<file path="config.mk">
export PLATFORM = sky130hd
export DESIGN_NAME = mips_timer
export DESIGN_NICKNAME = d
export VERILOG_FILES = /design/src/rtl/mips_timer.sv
export SDC_FILE = /design/constraint.sdc
export NUM_CORES = 1
export LEC_CHECK = 0
export CORE_MARGIN = 3
export CORE_UTILIZATION = 55
export DETAILED_ROUTE_END_ITERATION = 6
export GPL_TIMING_DRIVEN = 0
export PLACE_DENSITY = 0.95
export SYNTH_ARGS = -nofsm -noshare
export SYNTH_HDL_FRONTEND = slang
export SYNTH_SLANG_ARGS = --single-unit
</file>
<file path="constraint.sdc">
create_clock -name clk -period 5.65 [get_ports clk]
set_input_delay 1.13 -clock clk [delete_from_list [all_inputs] [get_ports clk]]
set_output_delay 1.13 -clock clk [all_outputs]
set_load 0.01 [all_outputs]
</file>
<file path="src/rtl/mips_timer.sv">
//------------------------------------------------------------------------------
// Module   : mips_timer
// Purpose  : Memory-mapped countdown timer (CTRL/PRESET/COUNT) with IRQ output.
// Revision : 1.0
//------------------------------------------------------------------------------
`default_nettype none

module mips_timer #(
  parameter logic [31:0] BASE = 32'h0000_7F00
) (
  input  logic        clk,
  input  logic        reset,
  input  logic [31:0] Addr,
  input  logic [31:0] WD,
  input  logic [3:0]  byteen,
  output logic [31:0] RD,
  output logic        IRQ
);

  typedef enum logic [1:0] {
    IDLE = 2'd0,
    LOAD = 2'd1,
    CNT  = 2'd2,
    INT  = 2'd3
  } state_t;

  state_t      state_q, state_d;
  logic [3:0]  ctrl_q, ctrl_d;
  logic [31:0] preset_q, preset_d;
  logic [31:0] count_q, count_d;
  logic        irq_q, irq_d;

  logic        sel;
  logic [1:0]  offset;
  logic        wr;
  logic        wr_ctrl;
  logic        wr_preset;
  logic        unused_addr_lo;

  assign sel            = (Addr[31:4] == BASE[31:4]);
  assign offset         = Addr[3:2];
  assign wr             = sel && (byteen != 4'b0000);
  assign wr_ctrl        = wr && (offset == 2'd0);
  assign wr_preset      = wr && (offset == 2'd1);
  assign unused_addr_lo = ^Addr[1:0];

  always_comb begin
    RD = 32'h0;
    if (sel) begin
      case (offset)
        2'd0:    RD = {28'h0, ctrl_q};
        2'd1:    RD = preset_q;
        2'd2:    RD = count_q;
        default: RD = 32'h0;
      endcase
    end
  end

  // Both terms are flops, so the bus never reaches IRQ combinationally.
  assign IRQ = ctrl_q[3] & irq_q;

  always_comb begin
    state_d  = state_q;
    ctrl_d   = ctrl_q;
    preset_d = preset_q;
    count_d  = count_q;
    irq_d    = irq_q;

    if (wr) begin
      // A bus write freezes the FSM and COUNT for this cycle.
      if (wr_ctrl) begin
        irq_d = 1'b0;
        if (byteen[0]) begin
          ctrl_d = WD[3:0];
        end
      end
      if (wr_preset) begin
        for (int i = 0; i < 4; i++) begin
          if (byteen[i]) begin
            preset_d[8*i +: 8] = WD[8*i +: 8];
          end
        end
      end
    end else begin
      case (state_q)
        IDLE: begin
          if (ctrl_q[0]) begin
            state_d = LOAD;
          end
        end
        LOAD: begin
          count_d = preset_q;
          state_d = CNT;
        end
        CNT: begin
          if (!ctrl_q[0]) begin
            state_d = IDLE;
          end else if (count_q > 32'd1) begin
            count_d = count_q - 32'd1;
          end else begin
            count_d = 32'h0;
            irq_d   = 1'b1;
            state_d = INT;
          end
        end
        INT: begin
          // Auto-reload leaves Enable set so IDLE immediately re-enters LOAD.
          if (ctrl_q[2:1] == 2'b01) begin
            irq_d = 1'b0;
          end else begin
            ctrl_d[0] = 1'b0;
          end
          state_d = IDLE;
        end
        default: state_d = IDLE;
      endcase
    end
  end

  always_ff @(posedge clk or negedge reset) begin
    if (!reset) begin
      state_q  <= IDLE;
      ctrl_q   <= 4'h0;
      preset_q <= 32'h0;
      count_q  <= 32'h0;
      irq_q    <= 1'b0;
    end else begin
      state_q  <= state_d;
      ctrl_q   <= ctrl_d;
      preset_q <= preset_d;
      count_q  <= count_d;
      irq_q    <= irq_d;
    end
  end

endmodule

`default_nettype wire

</file>
; ---- Word level (Yosys, flattened, before mapping)
; Index checks and enable logic that the tools add are counted.
[classes]
reduce_logical = 18
n_eq_ne = 16
shift = 0
n_lt_le_gt_ge = 1
multipliers = 0
n_addsub = 1
bitwise = 2
div = 0
muxes = 20
[op_table]
columns = cell, n
row1 = 32-bit two-way mux, 3
row2 = 32-bit case mux with 3 select lines, 1
row3 = 32-bit case mux with 2 select lines, 1
row4 = "32-bit by 1-bit > comparator with 1-bit output, second input constant", 1
row5 = "32-bit by 1-bit subtractor with 32-bit output, second input constant", 1
row6 = "28-bit by 11-bit == test with 1-bit output, second input constant", 1
row7 = 3-bit AND reduction, 7
row8 = "3-bit != test, second input constant", 4
row9 = 1-bit two-way mux, 10
row10 = "2-bit != test, second input constant", 4
row11 = 2-bit case mux with 4 select lines, 1
row12 = "2-bit by 1-bit == test with 1-bit output, second input constant", 3
row13 = "2-bit == test, second input constant", 3
row14 = 2-bit two-way mux, 3
row15 = 5-bit AND reduction, 1
row16 = 2-bit zero test, 2
row17 = 4-bit AND reduction, 1
row18 = 2-bit nonzero test, 2
row19 = 4-bit nonzero test, 1
row20 = 1-bit logical AND, 3
row21 = 3-bit nonzero test, 1
row22 = "2-bit by 1-bit != test with 1-bit output, second input constant", 1
row23 = 1-bit case mux with 2 select lines, 1
row24 = 1-bit AND, 1
row25 = 1-bit inverter, 1
[word_totals]
n_memories = 0
ram_bits = 0
inputBits = 70
output_inout_bits = 33
regBits = 71
wordCells = 67
romBits = 0
latchBits = 0

; ---- Longest topological paths before layout
; Gate-level depths: netlist (run 1).
[logic_depth]
ltp_word = 5
depth_mapped = 9
depth_no_buf = 7

; ---- Worst setup path before layout (run 1)
; OpenSTA, ideal clock, no wires.
[synth_path]
path_kind = input port to output port
from = in Addr[17]
to = out RD[10]
stages = 6
arrival_ps = 2585
slack_ps = 1935
cell_sequence = nor4b_1 > nand4_1 > or3_1 > clkbuf_1 > clkbuf_1 > nor2_1
[synth_via]
elab_chain_len = 2
[synth_lines]
columns = item, line_no
row1 = from (decl), 13  ; input logic [31:0] Addr,
row2 = 28-bit by 11-bit == test with 1-bit output, 40  ; assign sel = (Addr[31:4] == BASE[31:4]);
row3 = 32-bit two-way mux, 49  ; if (sel) begin
row4 = to (decl), 16  ; output logic [31:0] RD,
; Every way passes these cells.

; ---- Worst setup path in the final report (run 1)
[layout_path]
from = in Addr[12]
to = out RD[8]
; The elaborated chain is that of the path after synthesis.

==> impl_metrics.ini, run 1 <==
[run_status]
status = completed

[timing]
setup_total_negative_slack_ns = 0
final_period_minus_worst_setup_slack_ns = 5.04
fmax_mhz = 198
worst_pin_slew_ns = 0.917
finalCritPeriodShare_pct = 89.2
timing.slew.headroom_pct = 38.9
final_max_slew_viol_count = 0
final_hold_viol_count = 0
finalSetupViolCount = 0
rsz_0062_raised_after_global_routing = false
fin_worst_skew_ns = 0.00849
timing.hold.ws_ns = 0.535

[critical_path]
crit_type = input port to output pin
timing.rr.start = count_q[4]
path_max_fanout = 10
r2r_cells = 8
critical_path.n_buffers_inverters = 4
path_delay_family = buffers and inverters
reg2reg_slack_ns = 2.48
crit_arrival_ns = 3.91
worstReg2RegEnd = count_q[23]
critPathMaxStageDelay_ns = 0.59
cp-end-kind = output pin
cp-start-kind = input port
crit_path_cell_trace = clkdlybuf4s50_1, nor4bb_1, nand4_1, or3_1, clkbuf_1, clkbuf_1, nor2_1, clkdlybuf4s50_1
timing.critical_path.slowest_stage_cell = clkdlybuf4s50_1
worst-endpoint-required_ns = 4.52

[die]
io-pin-count = 103
die_x_um = 97.0
die-area_um2 = 9400
core-area_um2 = 7890
die-height_um = 97.0
floorplan.rows = 32
initial_utilization_pct = 57.7

[flow_run]
maxCapViolCount = 0

[synth]
ys_top_cells_by_area = dfrtp_1, mux2_2, a22oi_1
synth_cell_type_count = 60
synth_top_cell_area_share_pct = 39.0
syn_nets = 580
ys_dominant_reg_cell = dfrtp_1
netlist_instances = 508
share_of_the_yosys_chip_area_belonging_to_registers_pct = 39.0
edff_count_synth = 0
synth_area_per_cell_um2 = 8.96
post_synthesis_async_set_or_reset_flop_share_pct = 100
yosysWarnings = 0
synth_area_um2 = 4550
synth.largest_area_cell = dfrtp_1
yosys_register_bits = 71

[cts]
post_cts.repair.setup_buffers = 0
number_of_cells_upsized_or_downsized_after_cts = 0
clock_latency_late_sink_ns = 0.36
cts-hold-fix-buffers = 0
tritoncts = yes
clkSlewWorstSetupHoldPaths_ns = 0.08
clock_sinks = 71
tritoncts.num_buffers = 9
cts-root-to-sink-buffers = 2
ctsRootBufferMaster = clkbuf_8
ctsHtreeMaxLevel = 3

[detailed_routing]
drt_wl_total_um = 15900
detailedRoute.firstPassIterationCount = 5
drc = 0
vias = 4903
dr.first_iter.drc_count = 601
wire_per_inst_um = 21.9
drt-vias-per-instance = 6.77
ant_nets = 0

[power_and_ir_drop]
power.clock.fraction_pct = 41.0
power_report.internal_total_mw = 0.757
switching_share_pct = 24.0
pwr_density_cell_nw_per_um2 = 170
ir_drop_mv = 0.109
power.static_leakage_nw = 2.31
p_sw_mw = 0.239
seqPwrFrac_pct = 51.0
comb_power_share_pct = 8.0

[min_path]
hold_end = preset_q[14]
timing.hold.worst.class = flip-flop to flip-flop
hold-path-cell-count = 1
worst_hold_path_startpoint = preset_q[14]

[place]
dpl.hpwl_um = 11100
finalWeightedCongestion = 0.953
numPlacedInstances = 709
io_buffers = 99

[global_route]
grt_pass1_wl_um = 25200
pin_count_of_the_biggest_net_entering_global_routing = 72
grt_antenna_before_repair = 0
grt_pass1_vias = 4736
overflow = 0
globalRouteTotalUtil_pct = 33.4

[final_layout]
finish.net_count = 690
fin_cells = 724
antenna_cells = 0
fraction_of_final_layout_cells_with_drive_strength_greater_than_1_pct = 10.5
area_growth_syn_to_layout_pct = 28.6
[power by group through the flow]
stage                     clock (mW)  sequential [mW]  combinational [mW]
after detailed placement           0            0.518              0.0791
after CTS                      0.409            0.508              0.0797
after floorplan                    0            0.518              0.0168
after global placement             0            0.518              0.0773
after global routing           0.433            0.508              0.0856
final                          0.408            0.508              0.0797
[state kept, by name, summed over array words and instances (netlist names)]
name and cells:
count_q 32, ctrl_q 4, irq_q 1, preset_q 32
state_q 2
[worst max path at each step]
stage	slack, ns	end	from	cells after the start
5_1_grt	0.47	RD[24]	Addr[14]	8
3_3_place_gp	0.71	RD[19]	Addr[17]	8
4_1_cts	0.61	RD[8]	Addr[17]	8
6_report	0.61	RD[8]	Addr[12]	8
3_5_place_dp	0.63	RD[8]	Addr[17]	8
2_1_floorplan	1.93	RD[10]	Addr[17]	6
[routing by layer]
layer / share of wire (%) / track usage [%]
met4: 3.1 / 11.6
met2: 45 / 51.8
met1: 38 / 44.8
met3: 14 / 9.52
met5: 0 / 0
[worst register-to-register path, stage by stage, from the launching register on]
cell,delay [ns]
dfrtp_1,0.36
clkbuf_1,0.20
nor4_1,0.60
and4_1,0.29
clkbuf_1,0.28
nand4_1,0.40
clkbuf_1,0.43
a41oi_1,0.35
o22ai_1,0.12
[through the flow]
stage / total power [mW] / setup WS (ns) / area (um^2) / utilization [%]
after floorplan: 0.535 / 1.93 / 4550 / -
after global placement: 0.595 / 0.713 / 5670 / 71.9
after detailed placement: 0.597 / 0.633 / 5670 / 71.8
after CTS: 0.996 / 0.607 / 5850 / 74.2
after global routing: 1.03 / 0.469 / 5850 / 74.2
final: 0.996 / 0.609 / 5850 / 74.2
[area by class of cell]
cell class                 instances  area, um^2
timing repair buffer              99         988
fill                             609        2030
clock buffer                      10         128
tap                              102         128
sequential                        71        1780
inverter                          19        71.3
clock inverter                     5        60.1
buffer                            47         179
multi-input combinational        371        2520
[placed cells by master (no fill, tap or decap), types with 3 or more instances in the layout]
cell             netlist  layout
nand3_1                6       6
or2_2                  7       7
mux2_2                35      35
clkbuf_1              43      44
nor2b_1                4       4
a41oi_1                4       4
nand4_1                7       7
a21oi_1               12      12
dfrtp_1               71      71
or4_1                 10      10
o221ai_1               3       3
o211ai_1               6       6
nor2_1                52      52
nand2_1               13      13
and3_1                 7       7
o21ai_0                7       7
a31oi_1               24      24
o31ai_1                3       3
and2_1                17      17
a22oi_1               37      37
nor4_1                17      17
nor3_1                14      14
inv_1                 19      19
nor4b_1                5       5
a32oi_1                3       3
or3_1                 14      14
clkdlybuf4s50_1        0      98
o22ai_1               16      16
mux2i_1                8       8
nand3b_1               3       3
clkbuf_8               0       9
nand2b_1               4       4
[cells by family (layout without fill, tap and decap cells)]
family,count (synthesis),count (layout),share of synthesized area [%]
simple gates,193,193,23.9
compound gates,133,133,20.6
flops,71,71,39.0
buf+inv,66,180,5.50
mux,43,43,10.4
fa+ha+maj,2,2,0.550
[cell usage after synthesis (2+ instances only)]
cell type,n
o31ai_1,3
nor4b_1,5
nand3_1,6
o311ai_1,2
nor3_1,14
o221ai_1,3
o211ai_1,6
and2_1,17
nor2b_1,4
a32oi_1,3
a41oi_1,4
a31oi_1,24
buf_1,2
o22ai_1,16
nand2_1,13
nand3b_1,3
dfrtp_1,71
a22oi_1,37
clkbuf_1,43
or2_2,7
inv_1,19
nand2b_1,4
a21o_1,2
or4_1,10
o2111ai_1,2
mux2i_1,8
o21ai_0,7
or3_1,14
a21oi_1,12
nor2_1,52
nand4_1,7
mux2_2,35
buf_2,2
ha_1,2
and3_1,7
o41a_1,2
nor4_1,17
Power figures use the tool's default switching activity.
==> inputs of run 2 (changes only) <==
Settings changed: ABC_CLOCK_PERIOD_IN_PS from default to 5650, CORE_UTILIZATION 55 to 45, CTS_BUF_LIST from default to sky130_fd_sc_hd__clkbuf_16, PLACE_DENSITY 0.95 to 0.84.
==> run 2 against run 1 <==
Net effect:
- flip-flop and latch count unchanged
- non-clock buffer count up 1
- sequential share of layout area fell by 0.97 points
- count of clock-buffer cells in the layout is 1 lower
- worst setup slack better by 0.0094 ns
- core utilization is 13 points lower
- critical path depth unchanged
- hold slack got worse by 0.0039 ns
- total power is 22% higher
- via count fell by 2.8%
- first-iteration DRC count is 14% lower
==> impl_metrics.ini, run 2 (synthesized netlist as in run 1, its figures left out) <==
[run_status]
status = completed

[final_layout]
finish.net_count = 691
final_common_cell = clkdlybuf4s50_1
mostFrequentLayoutCells = clkdlybuf4s50_1, dfrtp_1, nor2_1
layout.core_utilization_pct = 61.6
largestRegisters = count_q (32), preset_q (32), ctrl_q (4)
antenna_cells = 0
fraction_of_final_layout_cells_with_drive_strength_greater_than_1_pct = 10.9
area_growth_syn_to_layout_pct = 32.9
number_of_inserted_filler_cells_in_the_final_layout = 863

[detailed_routing]
ant_nets = 0
detailedRoute.firstPassIterationCount = 5
wire_per_inst_um = 20.6
vias = 4764
drc = 0
dr.first_iter.drc_count = 515
drt_wl_total_um = 15600
drt-vias-per-instance = 6.29

[die]
floorplan.rows = 36
die-height_um = 107
initial_utilization_pct = 46.3
io-pin-count = 103
die-area_um2 = 11400
die_x_um = 107
core-area_um2 = 9820

[cts]
clock_latency_late_sink_ns = 0.34
post_cts.repair.setup_buffers = 0
tritoncts.num_buffers = 9
ctsHtreeMaxLevel = 3
number_of_cells_upsized_or_downsized_after_cts = 0
cts-hold-fix-buffers = 0
clkSlewWorstSetupHoldPaths_ns = 0.06
ctsRootBufferMaster = clkbuf_16
clock_sinks = 71
tritoncts = yes
cts-root-to-sink-buffers = 2

[place]
dp_worst_setup_slack_ns = 0.655
io_buffers = 99
finalWeightedCongestion = 0.931
dpl.hpwl_um = 11000

[critical_path]
cp-start-kind = input port
path_max_fanout = 10
crit_type = input port to output pin
crit_arrival_ns = 3.90
cp-end-kind = output pin
worst-endpoint-required_ns = 4.52

[timing]
rsz_0062_raised_after_global_routing = false
final_hold_viol_count = 0
final_max_slew_viol_count = 0
final_period_minus_worst_setup_slack_ns = 5.03
final_critical_path_setup_slack_ns = 0.618
finalCritPeriodShare_pct = 89.1
setup_total_negative_slack_ns = 0
finalSetupViolCount = 0
worst_pin_slew_ns = 0.784
timing.slew.headroom_pct = 47.3
fin_worst_skew_ns = 0.00703
fmax_mhz = 199

[power_and_ir_drop]
pwr_density_cell_nw_per_um2 = 200
post-layout-total-power_mw = 1.21
power.static_leakage_nw = 2.39
ir_drop_mv = 0.221

[global_route]
grt_pass1_vias = 4614
overflow = 0
grt_pass1_wl_um = 24600
globalRouteTotalUtil_pct = 27.6
grt_antenna_before_repair = 0
pin_count_of_the_biggest_net_entering_global_routing = 38

[min_path]
timing.hold.worst.class = flip-flop to flip-flop

[flow_run]
maxCapViolCount = 0
[run 2: layer usage]
metal  track usage, %  up-vias  wire [um]
met3             8.20       41       1770
met4             9.50        0        362
met1             38.1     2261       6580
met5                0        -          0
met2             41.4      310       6850
li1                 -     2152          -
[run 2: final cells by class]
class,instances,area (um^2),share of cell area [%]
plain buffers,47,179,2.96
well taps,133,166,2.75
clock inverters,7,96.3,1.59
inverters,19,71.3,1.18
repair buffers,100,1010,16.7
flip-flops and latches,71,1780,29.4
multi-input cells,371,2520,41.7
clock buffers,9,225,3.72
[run 2: power by group]
part	total (mW)	switching, mW	internal (mW)
Clock	0.623	0.235	0.388
Sequential	0.508	0.000000665	0.508
Combinational	0.0806	0.0321	0.0485
[run 2: per-stage QoR]
stage               instance area [um^2]  hold slack, ns  instances
finish                              6050           0.531        757
global route                        6050           0.542        757
CTS                                 6050           0.532        757
detailed placement                  5730           0.520        741
global placement                    5710           0.511        740
floorplan                           4550           0.471        508
[run 2: critical path, stage by stage]
cell and delay, ns:
clkdlybuf4s50_1 0.40, nor4b_1 0.31, nand4_1 0.31, or3_1 0.44, clkbuf_1 0.22, clkbuf_1 0.33
nor2_1 0.21, clkdlybuf4s50_1 0.55
[run 2: path summary, 6_finish.rpt]
kind | endpoint | slack (ns) | from | cells past startpoint
max in group asynchronous | count_q[24] | 4.33 | reset | 2
worst max-delay path | RD[23] | 0.62 | Addr[17] | 8
worst max register to register | count_q[31] | 2.68 | count_q[4] | 8
worst min register to register | ctrl_q[1] | 0.53 | ctrl_q[1] | 1
worst min-delay path | ctrl_q[1] | 0.53 | ctrl_q[1] | 1
min in group asynchronous | preset_q[4] | 0.74 | reset | 1
==> inputs of run 3 (changes only) <==
Settings changed: ABC_CLOCK_PERIOD_IN_PS 5650 to 5640, CORE_MARGIN 3 to default.
Clock period 5.65 ns to 5.64 ns, I/O delays scaled along.
==> run 3 against run 2 <==
Net effect:
- count of clock-buffer cells in the layout unchanged
- clock skew increased by 0.0024 ns
- total power decreased by 9.1%
- global-route usage increased by 2.2 points
- hold slack got worse by 0.0037 ns
- design area decreased by 1.3%
- via count increased by 0.61%
- die area decreased by 7.4%
- sequential share of layout area increased by 0.38 points
- critical path type unchanged
==> impl_metrics.ini, run 3 (synthesized netlist as in run 1, its figures left out) <==
[die]
die-area_um2 = 10500
floorplan.rows = 36
initial_utilization_pct = 46.6
core-area_um2 = 9770
die_x_um = 103
io-pin-count = 103
die-height_um = 103

[global_route]
globalRouteTotalUtil_pct = 29.9
grt_antenna_before_repair = 0
overflow = 0
pin_count_of_the_biggest_net_entering_global_routing = 72
grt_pass1_vias = 4508
grt_pass1_wl_um = 23600

[final_layout]
final_common_cell = clkdlybuf4s50_1
mostFrequentLayoutCells = clkdlybuf4s50_1, dfrtp_1, nor2_1
area_growth_syn_to_layout_pct = 31.2
largestRegisters = count_q (32), preset_q (32), ctrl_q (4)
finish.net_count = 690
antenna_cells = 0
fraction_of_final_layout_cells_with_drive_strength_greater_than_1_pct = 10.3
final_design_area_no_fill_um2 = 5970
fin_cells = 756

[cts]
clock_latency_late_sink_ns = 0.34
clkSlewWorstSetupHoldPaths_ns = 0.06
cts-hold-fix-buffers = 0
tritoncts.num_buffers = 9
number_of_cells_upsized_or_downsized_after_cts = 0
tritoncts = yes
ctsRootBufferMaster = clkbuf_16
clock_sinks = 71
post_cts.repair.setup_buffers = 0
ctsHtreeMaxLevel = 3
cts-root-to-sink-buffers = 2

[power_and_ir_drop]
power.static_leakage_nw = 2.34
pwr_density_cell_nw_per_um2 = 184
ir_drop_mv = 0.120

[detailed_routing]
drt_wl_total_um = 15300
drt-vias-per-instance = 6.34
wire_per_inst_um = 20.3
drc = 0
dr.first_iter.drc_count = 388
detailedRoute.firstPassIterationCount = 5
ant_nets = 0
vias = 4793

[critical_path]
reg2reg_slack_ns = 2.44
crit_arrival_ns = 3.87
cp-end-kind = output pin
cp-start-kind = input port
path_max_fanout = 10
worst-endpoint-required_ns = 4.51
crit_type = input port to output pin

[timing]
final_period_minus_worst_setup_slack_ns = 5.00
fin_worst_skew_ns = 0.00943
final_hold_viol_count = 0
fmax_mhz = 200
final_max_slew_viol_count = 0
timing.slew.headroom_pct = 39.7
finalCritPeriodShare_pct = 88.6
setup_total_negative_slack_ns = 0
finalSetupViolCount = 0
rsz_0062_raised_after_global_routing = false
worst_pin_slew_ns = 0.904

[min_path]
timing.hold.worst.class = flip-flop to flip-flop

[place]
dpl.hpwl_um = 10800
place_area_um2 = 5710
io_buffers = 99
finalWeightedCongestion = 0.944
numPlacedInstances = 740

[run_status]
status = completed

[flow_run]
maxCapViolCount = 0
run 3: cell count changes in the layout (fill, tap and decap cells not counted), sizes merged:
cell | previous run | this run
buf | 6 | 5
bufinv | 2 | 0
inv | 20 | 19
clkinvlp | 0 | 2
clkinv | 4 | 5
run 3: power breakdown:
group / leakage (nW) / total (mW) / switching [mW] / internal (mW)
Clock: 0.124 / 0.514 / 0.221 / 0.293
Combinational: 1.38 / 0.0781 / 0.0310 / 0.0471
Sequential: 0.841 / 0.510 / 0.000000678 / 0.510
Total: 2.34 / 1.10 / 0.252 / 0.849
run 3: path summary, 6_finish.rpt:
| kind | end | from | cells after the start |
|---|---|---|---|
| worst max-delay path | RD[16] | Addr[17] | 8 |
| worst min-delay path | ctrl_q[1] | ctrl_q[1] | 1 |
| worst max register to register | count_q[1] | count_q[4] | 8 |
| worst min register to register | ctrl_q[1] | ctrl_q[1] | 1 |
| max in group asynchronous | count_q[23] | reset | 1 |
| min in group asynchronous | preset_q[7] | reset | 1 |
run 3: metal layers:
metal	vias to the layer above	part of all wire [%]	track usage (%)
li1	2151	-	-
met2	297	45	46.6
met5	-	0	0
met3	43	9.2	5.36
met1	2302	43	40.5
met4	0	3.0	13.6
run 3: area by class of cell:
type                       instances  area (um^2)
multi-input combinational        371         2520
clock inverter                     7         40.0
sequential                        71         1780
inverter                          19         71.3
clock buffer                       9          225
fill                             860         3800
buffer                            47          179
timing repair buffer              99          988
tap                              133          166
run 3: metrics by stage:
step	power, mW	hold slack [ns]	worst slack [ns]	utilization (%)
6_report	1.10	0.527	0.644	61.1
5_1_grt	1.13	0.550	0.459	61.1
4_1_cts	1.10	0.532	0.632	61.1
3_5_place_dp	0.597	0.517	0.654	58.4
3_3_place_gp	0.596	0.502	0.671	58.4
2_1_floorplan	0.536	0.471	1.93	-
run 3: worst max-delay path, cell delays in order:
cell and delay (ns):
clkdlybuf4s50_1 0.40, nor4b_1 0.31, nand4_1 0.29, or3_1 0.43
clkbuf_1 0.22, clkbuf_1 0.33, nor2_1 0.20, clkdlybuf4s50_1 0.55
